===== src/rtl/reg_map_wr_port.sv =====
// Masked single-beat register-map write endpoint with readback and flat export.
// Optional REG_MAP_SHADOW_EN: writes land in a shadow bank, copied to active on commit_strobe.
module reg_map_wr_port #(
    parameter int unsigned NUM_REGS         = 8,
    parameter logic [31:0] CHIRP_PERIOD_RST = 32'd10,
    parameter logic [31:0] REG_ID           = 32'h4B37_0001
) (
    input  logic                     aclk,
    input  logic                     areset,
    input  logic                     reg_map_wr_cmd,
    input  logic [7:0]               reg_map_wr_addr,
    input  logic [31:0]              reg_map_wr_data,
    input  logic [31:0]              reg_map_wr_keep,
    output logic                     reg_map_wr_valid,
    output logic                     reg_map_wr_ready,
    output logic [1:0]               reg_map_wr_err,
    input  logic [7:0]               rd_addr,
    output logic [31:0]              rd_data,
    input  logic                     commit_strobe,
    output logic                     cfg_update,
    output logic [7:0]               cfg_update_addr,
    output logic [31:0]              chirp_period,
    output logic [NUM_REGS*32-1:0]   reg_map_flat
);

    localparam int unsigned AW = 8;
    localparam int unsigned DW = 32;
    localparam logic [AW-1:0] ID_ADDR = AW'(NUM_REGS - 1);

    typedef enum logic [1:0] {
        S_IDLE,
        S_WRITE,
        S_RESP
    } state_e;

    state_e        state_q, state_d;
    logic [AW-1:0] addr_q, addr_d;
    logic [DW-1:0] data_q, data_d;
    logic [DW-1:0] keep_q, keep_d;
    logic          ready_q, ready_d;
    logic          valid_q, valid_d;
    logic [1:0]    err_q, err_d;
    logic [DW-1:0] rd_data_q, rd_data_d;
    logic          cfg_update_q, cfg_update_d;
    logic [AW-1:0] cfg_addr_q, cfg_addr_d;
    logic [DW-1:0] act_q [NUM_REGS];
    logic [DW-1:0] act_d [NUM_REGS];

    logic          accept_c;
    logic [1:0]    wr_err_c;
    logic [DW-1:0] old_c;
    logic [DW-1:0] new_c;

    function automatic logic [DW-1:0] reset_val(input int unsigned idx);
        if (idx == 0)            return CHIRP_PERIOD_RST;
        if (idx == NUM_REGS - 1) return REG_ID;
        return '0;
    endfunction

`ifdef REG_MAP_SHADOW_EN
    logic [DW-1:0] shd_q [NUM_REGS];
    logic [DW-1:0] shd_d [NUM_REGS];
    logic          diff_c;

    always_comb begin
        diff_c = 1'b0;
        for (int unsigned i = 0; i < NUM_REGS; i++) begin
            if (shd_q[i] != act_q[i]) diff_c = 1'b1;
        end
    end

    // Merge source is the shadow bank so back-to-back uncommitted writes accumulate.
    always_comb begin
        old_c = '0;
        for (int unsigned i = 0; i < NUM_REGS; i++) begin
            if (addr_q == AW'(i)) old_c = shd_q[i];
        end
    end
`else
    logic commit_unused;
    assign commit_unused = commit_strobe;

    always_comb begin
        old_c = '0;
        for (int unsigned i = 0; i < NUM_REGS; i++) begin
            if (addr_q == AW'(i)) old_c = act_q[i];
        end
    end
`endif

    assign accept_c = (state_q == S_IDLE) && ready_q && reg_map_wr_cmd;
    assign new_c    = (old_c & ~keep_q) | (data_q & keep_q);

    // Full 8-bit address compare; range error outranks read-only, which outranks empty mask.
    always_comb begin
        if (32'(addr_q) >= NUM_REGS)  wr_err_c = 2'b01;
        else if (addr_q == ID_ADDR)   wr_err_c = 2'b10;
        else if (keep_q == '0)        wr_err_c = 2'b11;
        else                          wr_err_c = 2'b00;
    end

    always_comb begin
        rd_data_d = '0;
        for (int unsigned i = 0; i < NUM_REGS; i++) begin
            if (rd_addr == AW'(i)) rd_data_d = act_q[i];
        end
    end

    always_comb begin
        state_d      = state_q;
        addr_d       = addr_q;
        data_d       = data_q;
        keep_d       = keep_q;
        ready_d      = 1'b0;
        valid_d      = 1'b0;
        err_d        = err_q;
        cfg_update_d = 1'b0;
        cfg_addr_d   = cfg_addr_q;
        act_d        = act_q;
`ifdef REG_MAP_SHADOW_EN
        shd_d        = shd_q;
`endif
        case (state_q)
            S_IDLE: begin
                ready_d = ~accept_c;
                if (accept_c) begin
                    addr_d  = reg_map_wr_addr;
                    data_d  = reg_map_wr_data;
                    keep_d  = reg_map_wr_keep;
                    state_d = S_WRITE;
                end
            end
            S_WRITE: begin
                err_d   = wr_err_c;
                state_d = S_RESP;
                if (wr_err_c == 2'b00) begin
                    for (int unsigned i = 0; i < NUM_REGS - 1; i++) begin
                        if (addr_q == AW'(i)) begin
`ifdef REG_MAP_SHADOW_EN
                            shd_d[i] = new_c;
`else
                            act_d[i] = new_c;
                            if (new_c != act_q[i]) begin
                                cfg_update_d = 1'b1;
                                cfg_addr_d   = addr_q;
                            end
`endif
                        end
                    end
                end
            end
            S_RESP: begin
                valid_d = 1'b1;
                state_d = S_IDLE;
            end
            default: state_d = S_IDLE;
        endcase
`ifdef REG_MAP_SHADOW_EN
        // Commit copies the pre-write shadow; a same-cycle write waits for the next commit.
        if (commit_strobe) begin
            act_d = shd_q;
            if (diff_c) begin
                cfg_update_d = 1'b1;
                cfg_addr_d   = 8'hFF;
            end
        end
`endif
    end

    always_ff @(posedge aclk or posedge areset) begin
        if (areset) begin
            state_q      <= S_IDLE;
            addr_q       <= '0;
            data_q       <= '0;
            keep_q       <= '0;
            ready_q      <= 1'b0;
            valid_q      <= 1'b0;
            err_q        <= 2'b00;
            rd_data_q    <= '0;
            cfg_update_q <= 1'b0;
            cfg_addr_q   <= '0;
            for (int unsigned i = 0; i < NUM_REGS; i++) begin
                act_q[i] <= reset_val(i);
`ifdef REG_MAP_SHADOW_EN
                shd_q[i] <= reset_val(i);
`endif
            end
        end else begin
            state_q      <= state_d;
            addr_q       <= addr_d;
            data_q       <= data_d;
            keep_q       <= keep_d;
            ready_q      <= ready_d;
            valid_q      <= valid_d;
            err_q        <= err_d;
            rd_data_q    <= rd_data_d;
            cfg_update_q <= cfg_update_d;
            cfg_addr_q   <= cfg_addr_d;
            act_q        <= act_d;
`ifdef REG_MAP_SHADOW_EN
            shd_q        <= shd_d;
`endif
        end
    end

    always_comb begin
        reg_map_flat = '0;
        for (int unsigned i = 0; i < NUM_REGS; i++) begin
            reg_map_flat[i*DW +: DW] = act_q[i];
        end
    end

    assign reg_map_wr_valid = valid_q;
    assign reg_map_wr_ready = ready_q;
    assign reg_map_wr_err   = err_q;
    assign rd_data          = rd_data_q;
    assign cfg_update       = cfg_update_q;
    assign cfg_update_addr  = cfg_addr_q;
    assign chirp_period     = act_q[0];

endmodule


===== config.mk =====
export PLATFORM = sky130hd
export DESIGN_NAME = reg_map_wr_port
export DESIGN_NICKNAME = d
export VERILOG_FILES = /design/src/rtl/reg_map_wr_port.sv
export SDC_FILE = /design/constraint.sdc
export NUM_CORES = 1
export LEC_CHECK = 0
export ABC_AREA = 1
export CAP_MARGIN = 20
export CORE_AREA = 2 2 270 272
export DETAILED_ROUTE_END_ITERATION = 12
export DIE_AREA = 0 0 272 274
export PLACE_DENSITY_LB_ADDON = 0.05
export SLEW_MARGIN = 20
export SYNTH_ARGS = -nofsm -noshare
export SYNTH_HDL_FRONTEND = slang
export SYNTH_SLANG_ARGS = --single-unit

===== constraint.sdc =====
create_clock -name aclk -period 9.93 [get_ports aclk]
set_input_delay 0.993 -clock aclk [delete_from_list [all_inputs] [get_ports aclk]]
set_output_delay 0.993 -clock aclk [all_outputs]
set_load 0.02 [all_outputs]

# [Word-level counts from Yosys, hierarchy flattened]
# Index checks and enable logic that the tools add are counted.
# Widths: inputs -> output; s select.
[word_totals] wordCells=120 n_memories=0 ram_bits=0 latchBits=0 romBits=0 ff_bits=343 output_inout_bits=333 in_bits=84
[op_classes] n_div=0 mul=0 bitwise=5 addsub=0 n_shift=0 n_mux=57 n_reduce_logical=16 eq_ne=24 magnitude_cmp=1
[op_table] op="$mux 32" count=16
[op_table] op="$ne 32x32->1" count=7
[op_table] op="$mux 8" count=16
[op_table] op="$and 32x32->32" count=2
[op_table] op="$eq 8x3->1 const B" count=8
[op_table] op="$eq 8x2->1 const B" count=4
[op_table] op="$logic_not 32->1" count=1
[op_table] op="$not 32->32" count=1
[op_table] op="$or 32x32->32" count=1
[op_table] op="$reduce_and 3->1" count=7
[op_table] op="$mux 1" count=20
[op_table] op="$eq 8x1->1 const B" count=2
[op_table] op="$logic_not 8->1" count=2
[op_table] op="$ge 8x4->1 const B" count=1
[op_table] op="$mux 2" count=4
[op_table] op="$logic_not 2->1" count=2
[op_table] op="$pmux 2 s2" count=1
[op_table] op="$reduce_and 2->1" count=2
[op_table] op="$eq 2x1->1 const B" count=1
[op_table] op="$eq 2x2->1 const B" count=1
[op_table] op="$logic_and 1x1->1" count=2
[op_table] op="$ne 2x2->1 const B" count=1
[op_table] op="$not 1->1" count=1

# [Logic depth before layout (Yosys ltp)]
# Gate-level depths: netlist of the first run.
[depth] word_depth=30 ltp_mapped=27 depth_no_buf=25

# [Worst setup path after synthesis of the first run]
# OpenSTA, ideal clock, no wires.
[synth_timing] path_type="in2reg" start="in rd_addr[5]" end="reg rd_data_q[17] (netlist: rd_data[17])" t_required_ns=9.843 t_arrival_ns=2.885 n_path_buf=1 path_slack_ns=6.959 stages=10 setup_ns=0.087 cell_sequence="nor4_1 inv_1 nor2_1 nand2_1 clkbuf_1 o22ai_1 a21oi_1 o221ai_1 a21oi_1 o211ai_1"
[synth_between] elab_chain_len=9 elab_cells_between_ends=16 classes_between="eq/ne: 7; mux: 8; reduce/logical: 1"
[synth_lines] element="start: declaration" line="17" text="input logic [7:0] rd_addr,"
[synth_lines] element="$logic_not 8->1" line="105" text="if (rd_addr == AW'(i)) rd_data_d = act_q[i];"
[synth_lines] element="$mux 32 (7 in a row)" line="105"
[synth_lines] element="$mux 32 (*)" line="105"
[synth_lines] element="via rd_data_d[17]" line="43" text="logic [DW-1:0] rd_data_q, rd_data_d;"
[synth_lines] element="end signal: assignment" line="196" text="rd_data_q <= rd_data_d;"
[synth_lines] element="end: declaration" line="43"
# The timed path passes the listed nets; every way through them passes the cells marked *.
# A chain may end at the register's enable or synchronous reset.

# [Final worst setup path of the first run]
[layout_timing] start="reg addr_q[4]" end="reg cfg_addr_q[4] (netlist: cfg_update_addr[4])"
[layout_between] elab_chain_len=28 elab_cells_between_ends=46 classes_between="order compare: 1; eq/ne: 14; mux: 26; bitwise: 2; reduce/logical: 3"
[layout_lines] element="start: declaration" line="37" text="logic [AW-1:0] addr_q, addr_d;"
[layout_lines] element="start signal: assignment" line="190" text="addr_q <= addr_d;"
[layout_lines] element="$logic_not 8->1" line="86, 138"
[layout_lines] element="$mux 32 (8 in a row)" line="86" text="if (addr_q == AW'(i)) old_c = act_q[i];"
[layout_lines] element="$and 32x32->32" line="92" text="assign new_c = (old_c & ~keep_q) | (data_q & keep_q);"
[layout_lines] element="$or 32x32->32" line="92"
[layout_lines] element="$ne 32x32->1" line="143" text="if (new_c != act_q[i]) begin"
[layout_lines] element="$mux 8" line="143"
[layout_lines] element="$mux 8" line="138" text="if (addr_q == AW'(i)) begin"
[layout_lines] element="$mux 8" line="143"
[layout_lines] element="(+5 left out)"
[layout_lines] element="$mux 8" line="143"
[layout_lines] element="$mux 8" line="138"
[layout_lines] element="$mux 8" line="143"
[layout_lines] element="$mux 8" line="138"
[layout_lines] element="$mux 8" line="143"
[layout_lines] element="$mux 8" line="138"
[layout_lines] element="$mux 8" line="143"
[layout_lines] element="$mux 8" line="138"
[layout_lines] element="end signal: assignment" line="198" text="cfg_addr_q <= cfg_addr_d;"
[layout_lines] element="end: declaration" line="45" text="logic [AW-1:0] cfg_addr_q, cfg_addr_d;"
# Several ways; a longest one is shown, not always the timed one. The select of a mux whose other input is x is not followed.

==> flow_metrics.tcl, run 1 <==
set metrics [dict create \
    post-dp-hpwl_um 69670 \
    cts_inserted_buffers 42 \
    detail_route.wirelength_um 100500 \
    cts.root.buffer_cell "sky130_fd_sc_hd__clkbuf_16" \
    dp.cells 4299 \
    cp_data_required_time_ns 10.46 \
    cp_cell_sequence "nor2_1, nand2_4, inv_6, nand2_4, inv_4, a211oi_1, nand2_2, nand2_1, inv_1, nand2_1, nand2_1, nand2_1, nor2_1, nand2_1, nor2_1, nand2_1, nand2_1, nand2_1, nor2_2, nand2_2, nand2_4, inv_4, nor2_2" \
    first_global_vias 20790 \
    fmax_ghz 0.2109 \
    r2r.worst_path.cells 23 \
    cts-resized-gates 0 \
    timing.critical_path.from "addr_q[4]" \
    timing.critical_path.to_type "register" \
    core_area_um2 71970 \
    clock_latency_ns 0.60 \
    ios 417 \
    critPathMostFrequentCell "sky130_fd_sc_hd__nand2_1" \
    timing.max_slew.rel_slack_pct 23.54 \
    final.period_utilization_pct 47.75 \
    layout-area-overhead-vs-synth_pct 25.44 \
    hold_viol 0 \
    timing.critical_path.max_delay_family "simple AND/OR/NAND/NOR gates" \
    synth_top_area_share_pct 40.03 \
    drc 0 \
    finalInstanceArea_um2 26740 \
    buffers_inserted_during_post_cts_setup_optimization 0 \
    timing.final.crit_period_ns 4.742 \
    path_depth 23 \
    timing.rr.start "addr_q[4]" \
    worst_setup_hold_path_clk_slew_ns 0.06 \
    total_power_mw 5.773 \
    postSynthRegisterBits 343 \
    power.clock.fraction_pct 26.4 \
    crit_path_max_incr_delay_ns 0.67 \
    worst_setup_slack_for_register_to_register_paths_ns 5.19 \
    worstMarginPinSlew_ns 1.143 \
    worst_setup_path_start_kind "register" \
    worst_setup_path_endpoint "cfg_update_addr[4]" \
    crit_buf_inv 4 \
    portBuffers 383 \
    whs_path_depth 1 \
    layout_common_cells "sky130_fd_sc_hd__nand2_1 (1093), sky130_fd_sc_hd__clkdlybuf4s50_1 (383), sky130_fd_sc_hd__inv_1 (355)" \
    finalNetCount 3468 \
    drt_first_iter_violations 2117 \
    syn-cell-area_um2 21320 \
    synth_cell_type_count 47 \
    initial_core_util_pct 29.62 \
    worst_setup_timing_slack_at_the_placement_stage_ns 5.220 \
    detailedRoute.firstPassIterationCount 5 \
    cts_tree "yes" \
    postPlaceCellArea_um2 25420 \
    finalSetupTns_ns 0 \
    worstSetupPathType "reg -> reg" \
    cp.arrival_ns 5.27 \
    synth-seq-area-share_pct 40.27 \
    crit_path_top_delay_cell "sky130_fd_sc_hd__inv_4" \
    wire_per_inst_um 22.99 \
    num_rows 99 \
    final_max_slew_viol_count 0 \
    vdd_ir_drop_max_mv 0.1119 \
    cts_buffer_depth 3 \
    syn-mean-instance-area_um2 6.871 \
    die_y_um 274 \
    number_of_hold_buffers_added_after_cts 0 \
    maximum_number_of_pins_on_one_net_before_global_route_repair 146 \
    worstPathMaxFanout 36 \
    final_layout_size_suffix_gt1_share_pct 6.331 \
    yosys_warnings 0 \
    share_comb_of_total_power_pct 42.0 \
    viasPerCell 5.025 \
    post_synth_main_area_contributors "sky130_fd_sc_hd__dfrtp_1 (40%), sky130_fd_sc_hd__nand2_1 (19%), sky130_fd_sc_hd__o21ai_0 (7.2%)" \
    rsz_0062_raised_after_global_routing "no" \
    p_seq_share_pct 31.6 \
    fin_util_pct 37.16 \
    gr-usage-all-layers_pct 26.34 \
    fp.dieArea_um2 74530 \
    number_of_h_tree_branching_levels 2 \
    gp_routability_congestion 0.9297 \
    antenna_found_initial 3 \
    postRouteAntennaNets 0 \
    critical_path.reg2reg.endpoint "cfg_update_addr[4]" \
    hold_slack_ns 0.4558 \
    timing.hold.worst.class "reg -> reg" \
    power_density_nw_per_um2 215.9 \
    count_of_clock_tree_sinks 343 \
    setup_viol_count_final 0 \
    synth.largest_area_cell "sky130_fd_sc_hd__dfrtp_1" \
    layout_setup_ws_ns 5.188 \
    layoutNonFillerInstCount 4372 \
    grt_pass1_wl_um 144100 \
    layout.filler_cells 7550 \
    die-width_um 272 \
    netSwitchingPower_mw 2.610 \
    grt_overflow_total 0 \
    internal-power_mw 3.164 \
    detailroute.via_count 21970 \
    power.share.switching_pct 45.20 \
    max_capacitance_violation_count 0 \
    synthCells 3103 \
    clock_skew_ns 0.03081 \
    power_leakage_nw 12.16 \
    layout_commonest_cell "sky130_fd_sc_hd__nand2_1" \
    status "completed" \
]
flip-flops by register name, indices dropped and copies added, names as in the netlist, 2 cells and up:
signal	cells
cfg_update_addr	8
data_q	32
keep_q	32
rd_data	32
reg_map_flat	192
addr_q	8
chirp_period	32
reg_map_wr_err	2
state_q	2
power groups by stage:
| stage | clock, mW | sequential, mW | combinational, mW |
|---|---|---|---|
| 5_1_grt | 1.62 | 1.84 | 2.68 |
| 3_5_place_dp | 0 | 1.84 | 2.40 |
| 6_report | 1.52 | 1.82 | 2.43 |
| 4_1_cts | 1.56 | 1.82 | 2.41 |
| 2_1_floorplan | 0 | 1.80 | 1.61 |
| 3_3_place_gp | 0 | 1.84 | 2.39 |
logic make-up after synthesis:
| family | share of synthesized area [%] |
|---|---|
| AO/OA/AOI/OAI | 12.07 |
| XOR/XNOR | 0.9038 |
| buffers and inverters | 12.84 |
| flip-flops | 40.27 |
| other | 0.03523 |
| AND/OR/NAND/NOR | 33.88 |
how the worst min path moves through the flow:
stage / start / slack, ns / end
finish: state_q[0] / 0.46 / reg_map_wr_valid
global route: data_q[16] / 0.49 / data_q[16]
detailed placement: state_q[0] / 0.44 / reg_map_wr_valid
floorplan: state_q[0] / 0.42 / reg_map_wr_valid
global placement: state_q[0] / 0.44 / reg_map_wr_valid
CTS: state_q[0] / 0.46 / reg_map_wr_valid
area by class of cell:
type / count / area (µm²) / area share, %
multi-input cells: 2215 / 10190 / 38.09
flip-flops and latches: 343 / 8586 / 32.10
repair buffers: 408 / 4034 / 15.08
inverters: 374 / 1418 / 5.301
well taps: 959 / 1200 / 4.487
clock buffers: 56 / 1164 / 4.351
clock inverters: 16 / 153.9 / 0.5755
diodes: 1 / 2.502 / 0.009357
cell usage after synthesis (all sizes together):
cell	instances
o21a	1
o211ai	10
o22ai	25
a21oi	44
a211oi	25
or2	11
nand2	1152
a22o	1
o32ai	19
o221ai	7
o21ai	323
nor4	6
nor3	8
clkinv	1
a221oi	1
inv	373
xor2	22
o2111ai	4
a21boi	1
dfstp	2
dfrtp	341
nand3b	8
buf	127
conb	2
nand4	20
clkbuf	74
nor2	193
o21bai	1
or4	1
nand3	300
worst register-to-register path, cell delays in order (launching register included):
cell and delay, ns:
sky130_fd_sc_hd__dfrtp_1 0.37, sky130_fd_sc_hd__nor2_1 0.19, sky130_fd_sc_hd__nand2_4 0.18, sky130_fd_sc_hd__inv_6 0.42, sky130_fd_sc_hd__nand2_4 0.53, sky130_fd_sc_hd__inv_4 0.70
sky130_fd_sc_hd__a211oi_1 0.19, sky130_fd_sc_hd__nand2_2 0.17, sky130_fd_sc_hd__nand2_1 0.26, sky130_fd_sc_hd__inv_1 0.24, sky130_fd_sc_hd__nand2_1 0.07, sky130_fd_sc_hd__nand2_1 0.08
sky130_fd_sc_hd__nand2_1 0.08, sky130_fd_sc_hd__nor2_1 0.22, sky130_fd_sc_hd__nand2_1 0.09, sky130_fd_sc_hd__nor2_1 0.16, sky130_fd_sc_hd__nand2_1 0.08, sky130_fd_sc_hd__nand2_1 0.06
sky130_fd_sc_hd__nand2_1 0.07, sky130_fd_sc_hd__nor2_2 0.09, sky130_fd_sc_hd__nand2_2 0.15, sky130_fd_sc_hd__nand2_4 0.14, sky130_fd_sc_hd__inv_4 0.06, sky130_fd_sc_hd__nor2_2 0.07
metal layers:
layer  GRT usage, %  part of all wire (%)  vias to the layer above
met2          41.26                    45                      936
li1               -                     -                    10340
met5              0                 0.011                        -
met3          4.387                   7.4                      152
met1          36.99                    45                    10540
met4          8.256                   2.8                        2
(Power assumes the default switching activity.)
==> inputs of run 2 (changes only) <==
clock period = 4.93 ns   (was 9.93 ns; I/O delays follow)
==> run 2 against run 1 <==
Via count up 1.2%. Non-clock buffer count up 50. Combinational power up 110%. Clock skew down 0.0094 ns. Highest routed layer unchanged. Largest cell class unchanged.
==> flow_metrics.tcl, run 2 (synthesis results as in run 1) <==
set metrics [dict create \
    status "completed" \
    power_leakage_nw 12.45 \
    clock_latency_ns 0.59 \
    total_power_mw 12.01 \
    final_layout_size_suffix_gt1_share_pct 7.672 \
    first_global_vias 21250 \
    initial_core_util_pct 29.62 \
    antenna_found_initial 3 \
    post-dp-hpwl_um 75040 \
    worstMarginPinSlew_ns 0.9490 \
    detailroute.via_count 22230 \
    timing.hold.worst.class "in -> async" \
    timing.final.crit_period_ns 4.131 \
    rsz_0062_raised_after_global_routing "no" \
    cts.root.buffer_cell "sky130_fd_sc_hd__clkbuf_16" \
    power.share.switching_pct 44.24 \
    cts_tree "yes" \
    layout_setup_ws_ns 0.7987 \
    number_of_h_tree_branching_levels 2 \
    drt_first_iter_violations 2096 \
    detail_route.wirelength_um 102500 \
    grt_pass1_wl_um 147300 \
    r2r.worst_path.cells 24 \
    num_rows 99 \
    power.clock.fraction_pct 27.6 \
    viasPerCell 5.021 \
    finalNetCount 3519 \
    maximum_number_of_pins_on_one_net_before_global_route_repair 100 \
    clock_skew_ns 0.02139 \
    postRouteAntennaNets 0 \
    die_y_um 274 \
    final_max_slew_viol_count 0 \
    cts_buffer_depth 3 \
    detailedRoute.firstPassIterationCount 8 \
    layout.filler_cells 7554 \
    buffers_inserted_during_post_cts_setup_optimization 0 \
    worst_setup_hold_path_clk_slew_ns 0.06 \
    number_of_hold_buffers_added_after_cts 0 \
    share_comb_of_total_power_pct 41.7 \
    core_area_um2 71970 \
    ios 417 \
    largest_register_ffs 192 \
    portBuffers 383 \
    timing.rr.start "addr_q[7]" \
    worst_setup_slack_for_register_to_register_paths_ns 0.80 \
    finalSetupTns_ns 0 \
    layout_common_cells "sky130_fd_sc_hd__nand2_1 (1095), sky130_fd_sc_hd__clkdlybuf4s50_1 (383), sky130_fd_sc_hd__inv_1 (354)" \
    timing.critical_path.to_type "register" \
    grt_overflow_total 0 \
    hold_viol 0 \
    worst_setup_timing_slack_at_the_placement_stage_ns 0.8703 \
    final.period_utilization_pct 83.80 \
    timing.max_slew.rel_slack_pct 36.56 \
    internal-power_mw 6.698 \
    die-width_um 272 \
    cts-resized-gates 0 \
    wire_per_inst_um 23.14 \
    p_seq_share_pct 30.7 \
    worst_setup_path_start_kind "register" \
    cts_inserted_buffers 43 \
    layout_commonest_cell "sky130_fd_sc_hd__nand2_1" \
    fin_util_pct 38.00 \
    layout-area-overhead-vs-synth_pct 28.29 \
    cp.arrival_ns 4.64 \
    worstPathMaxFanout 36 \
    vdd_ir_drop_max_mv 0.2280 \
    fmax_ghz 0.2421 \
    drc 0 \
    gr-usage-all-layers_pct 26.98 \
    cp_data_required_time_ns 5.44 \
    count_of_clock_tree_sinks 343 \
    netSwitchingPower_mw 5.315 \
    max_capacitance_violation_count 0 \
    fp.dieArea_um2 74530 \
    power_density_nw_per_um2 439.2 \
    worstSetupPathType "reg -> reg" \
    critical_path.reg2reg.endpoint "cfg_update_addr[5]" \
    setup_viol_count_final 0 \
    gp_routability_congestion 0.9350 \
]
==> run 2: changes by cell type in the layout (fill, tap and decap cells not counted), sizes merged <==
cell | before | now
buf | 25 | 75
clkbuf | 56 | 63
clkinv | 12 | 8
clkinvlp | 3 | 6
inv | 373 | 370
bufinv | 2 | 4
diode | 1 | 2
==> run 2: worst max path at each step <==
stage                         start                  to  slack [ns]  cells past startpoint
final                     addr_q[7]  cfg_update_addr[5]        0.80                     24
after global routing      addr_q[2]  cfg_update_addr[5]        0.58                     24
after CTS                 addr_q[4]  cfg_update_addr[5]        0.86                     24
after detailed placement  addr_q[4]  cfg_update_addr[5]        0.87                     24
after global placement    addr_q[4]  cfg_update_addr[3]        0.88                     24
after floorplan              areset           addr_q[0]       -0.15                      1
==> run 2: final cells by class <==
type	count	area [µm²]	share of cell area [%]
Sequential cell	343	8586	31.39
Tap cell	959	1200	4.387
Timing Repair Buffer	458	4522	16.53
Clock buffer	63	1274	4.657
Antenna cell	2	5.005	0.01830
Multi-Input combinational cell	2215	10160	37.15
Inverter	374	1418	5.183
Clock inverter	14	186.4	0.6816
==> run 2: layer usage <==
| layer | global-route usage (%) | up-vias | share of wire (%) |
|---|---|---|---|
| met1 | 37.64 | 10680 | 45 |
| met5 | 0 | - | 0.013 |
| met4 | 7.591 | 2 | 2.9 |
| li1 | - | 10450 | - |
| met3 | 4.808 | 171 | 7.3 |
| met2 | 42.75 | 930 | 45 |
==> run 2: critical path, stage by stage (launching register included) <==
cell	delay, ns
sky130_fd_sc_hd__dfrtp_1	0.37
sky130_fd_sc_hd__nor2_1	0.18
sky130_fd_sc_hd__nand2_4	0.18
sky130_fd_sc_hd__inv_6	0.43
sky130_fd_sc_hd__nand2_4	0.32
sky130_fd_sc_hd__buf_4	0.31
sky130_fd_sc_hd__o21ai_0	0.17
sky130_fd_sc_hd__o21ai_1	0.10
sky130_fd_sc_hd__nand2_1	0.07
sky130_fd_sc_hd__nand2_2	0.13
sky130_fd_sc_hd__nand2_2	0.24
sky130_fd_sc_hd__nand2_1	0.07
sky130_fd_sc_hd__nand2_1	0.06
sky130_fd_sc_hd__nand2_1	0.06
sky130_fd_sc_hd__nor2_1	0.28
sky130_fd_sc_hd__nand2_1	0.15
sky130_fd_sc_hd__nor2_1	0.21
sky130_fd_sc_hd__nand2_1	0.08
sky130_fd_sc_hd__nand2_1	0.06
sky130_fd_sc_hd__nand2_1	0.06
sky130_fd_sc_hd__nor2_2	0.09
sky130_fd_sc_hd__nand2_2	0.15
sky130_fd_sc_hd__nand2_4	0.14
sky130_fd_sc_hd__inv_4	0.06
sky130_fd_sc_hd__nor2_2	0.07
==> run 2: power by group through the flow <==
stage	logic, mW	clock network [mW]	registers (mW)
after floorplan	3.25	0	3.64
after global placement	4.95	0	3.72
after detailed placement	4.96	0	3.72
after CTS	4.98	3.40	3.68
after global routing	5.54	3.52	3.73
final	5.01	3.32	3.68
==> run 2: metrics by stage <==
step | hold slack, ns | instance area, µm² | instances
2_1_floorplan | 0.4216 | 21440 | 3133
3_3_place_gp | 0.4368 | 25890 | 4349
3_5_place_dp | 0.4390 | 25890 | 4349
4_1_cts | 0.2360 | 27350 | 4426
5_1_grt | 0.2525 | 27350 | 4426
6_report | 0.2433 | 27350 | 4428
==> inputs of run 3 (changes only) <==
clock period = 4.3 ns   (was 4.93 ns; I/O delays follow)
==> run 3 against run 2 <==
Count of clock-buffer cells in the layout is 1 lower. Highest routed layer is now met4. Power increased by 19%. Critical endpoint is now cfg_update_addr[4]. Non-clock buffer count rose by 58.
==> flow_metrics.tcl, run 3 (synthesis results as in run 1) <==
set metrics [dict create \
    status "completed" \
    timing.hold.worst.class "in -> async" \
    layout_setup_ws_ns 0.5281 \
    post-dp-hpwl_um 75580 \
    power_density_nw_per_um2 510.8 \
    die_y_um 274 \
    rsz_0062_raised_after_global_routing "no" \
    critPathMostFrequentCell "sky130_fd_sc_hd__nand2_1" \
    finalInstanceArea_um2 27930 \
    buffers_inserted_during_post_cts_setup_optimization 0 \
    cts.root.buffer_cell "sky130_fd_sc_hd__clkbuf_16" \
    vdd_ir_drop_max_mv 0.4586 \
    finalNetCount 3578 \
    timing.final.crit_period_ns 3.772 \
    worstMarginPinSlew_ns 1.019 \
    max_capacitance_violation_count 0 \
    layout-area-overhead-vs-synth_pct 31.00 \
    worstPathMaxFanout 11 \
    portBuffers 383 \
    grt_overflow_total 0 \
    wire_per_inst_um 22.79 \
    largest_register_ffs 192 \
    antenna-diode-count 0 \
    clock_skew_ns 0.02587 \
    cts-resized-gates 0 \
    cts_buffer_depth 3 \
    grt_pass1_wl_um 147300 \
    timing.rr.start "addr_q[7]" \
    setup_viol_count_final 0 \
    final_max_slew_viol_count 0 \
    cp.arrival_ns 4.29 \
    number_of_hold_buffers_added_after_cts 0 \
    core_area_um2 71970 \
    layout_commonest_cell "sky130_fd_sc_hd__nand2_1" \
    viasPerCell 4.961 \
    layout_common_cells "sky130_fd_sc_hd__nand2_1 (1095), sky130_fd_sc_hd__clkdlybuf4s50_1 (383), sky130_fd_sc_hd__inv_1 (356)" \
    gr-usage-all-layers_pct 26.89 \
    wl_met2_um 45510 \
    critical_path.reg2reg.endpoint "cfg_update_addr[4]" \
    ios 417 \
    drt_first_iter_violations 2161 \
    highest_layer "met4" \
    maximum_number_of_pins_on_one_net_before_global_route_repair 123 \
    hold_viol 0 \
    cts_tree "yes" \
    cp_cell_sequence "nor2_1, nand2_4, nor2_2, nand2_1, o21ai_0, o21ai_1, nand2_1, nand2_2, nand2_1, inv_1, nand2_1, nand3_1, nor2_1, nand2_1, nor2_1, nand2_1, nand2_1, nand2_1, nor2_2, nand2_2, nand2_4, inv_4, nor2_2" \
    met1Wirelength_um 47270 \
    wl_met3_um 7058 \
    count_of_clock_tree_sinks 343 \
    gp_routability_congestion 0.9382 \
    cp_data_required_time_ns 4.82 \
    power_leakage_nw 12.78 \
    detailroute.via_count 22260 \
    detailedRoute.firstPassIterationCount 6 \
    drc 0 \
    fmax_ghz 0.2651 \
    final.period_utilization_pct 87.72 \
    hold_slack_ns 0.2413 \
    detail_route.wirelength_um 102300 \
    worstSetupPathType "reg -> reg" \
    number_of_h_tree_branching_levels 2 \
    worst_setup_hold_path_clk_slew_ns 0.05 \
    total_power_mw 14.27 \
    timing.critical_path.to_type "register" \
    worst_setup_slack_for_register_to_register_paths_ns 0.53 \
    postPlaceCellArea_um2 26380 \
    first_global_vias 21320 \
    cts_inserted_buffers 44 \
    num_rows 99 \
    clock_latency_ns 0.60 \
    worst_setup_timing_slack_at_the_placement_stage_ns 0.5458 \
    crit_path_top_delay_cell "sky130_fd_sc_hd__nand2_1" \
    die-width_um 272 \
    initial_core_util_pct 29.62 \
    crit_path_max_incr_delay_ns 0.47 \
    r2r.worst_path.cells 23 \
    fp.dieArea_um2 74530 \
    final_layout_size_suffix_gt1_share_pct 9.323 \
    postRouteAntennaNets 0 \
    worst_setup_path_start_kind "register" \
    timing.max_slew.rel_slack_pct 31.97 \
    antenna_found_initial 2 \
]
==> run 3: cell type report <==
cell class                      instances  area (µm²)
Fill cell                            7529       44040
Multi-Input combinational cell       2215       10160
Sequential cell                       343        8586
Timing Repair Buffer                  516        5020
Inverter                              374        1418
Clock buffer                           62        1280
Tap cell                              959        1200
Clock inverter                         19       269.0
==> run 3: per-stage QoR <==
step                setup TNS (ns)  util, %  instances
global route                     0    38.81       4488
detailed placement               0    36.65       4407
finish                           0    38.81       4488
CTS                              0    38.81       4488
floorplan                  -244.45        -       3133
global placement                 0    36.65       4407
==> run 3: power breakdown <==
| group | leakage, nW | switching, mW | internal, mW | total (mW) |
|---|---|---|---|---|
| Sequential | 4.66 | 0.559 | 3.68 | 4.23 |
| Combinational | 7.37 | 4.09 | 1.95 | 6.04 |
| Clock | 0.759 | 1.56 | 2.44 | 4.00 |
| Total | 12.8 | 6.20 | 8.06 | 14.3 |
==> run 3: routing by layer <==
metal | vias up | GRT usage (%)
met1 | 10680 | 38.57
met3 | 149 | 3.958
met4 | 0 | 6.695
met2 | 875 | 42.34
li1 | 10570 | -
met5 | - | 0
==> run 3: worst max path at each step <==
stage | from | endpoint | slack [ns]
floorplan | areset | addr_q[0] | -0.72
global placement | addr_q[4] | cfg_update_addr[7] | 0.54
detailed placement | addr_q[7] | cfg_update_addr[4] | 0.55
CTS | addr_q[7] | cfg_update_addr[7] | 0.53
global route | addr_q[7] | cfg_update_addr[4] | 0.20
finish | addr_q[7] | cfg_update_addr[4] | 0.53
==> run 3: worst max-delay path, delay by kind of cell, from the launching register on <==
kind            cells  cell delay (ns)
buf+inv             2             0.22
flops               1             0.37
simple gates       19             2.74
compound gates      2             0.34
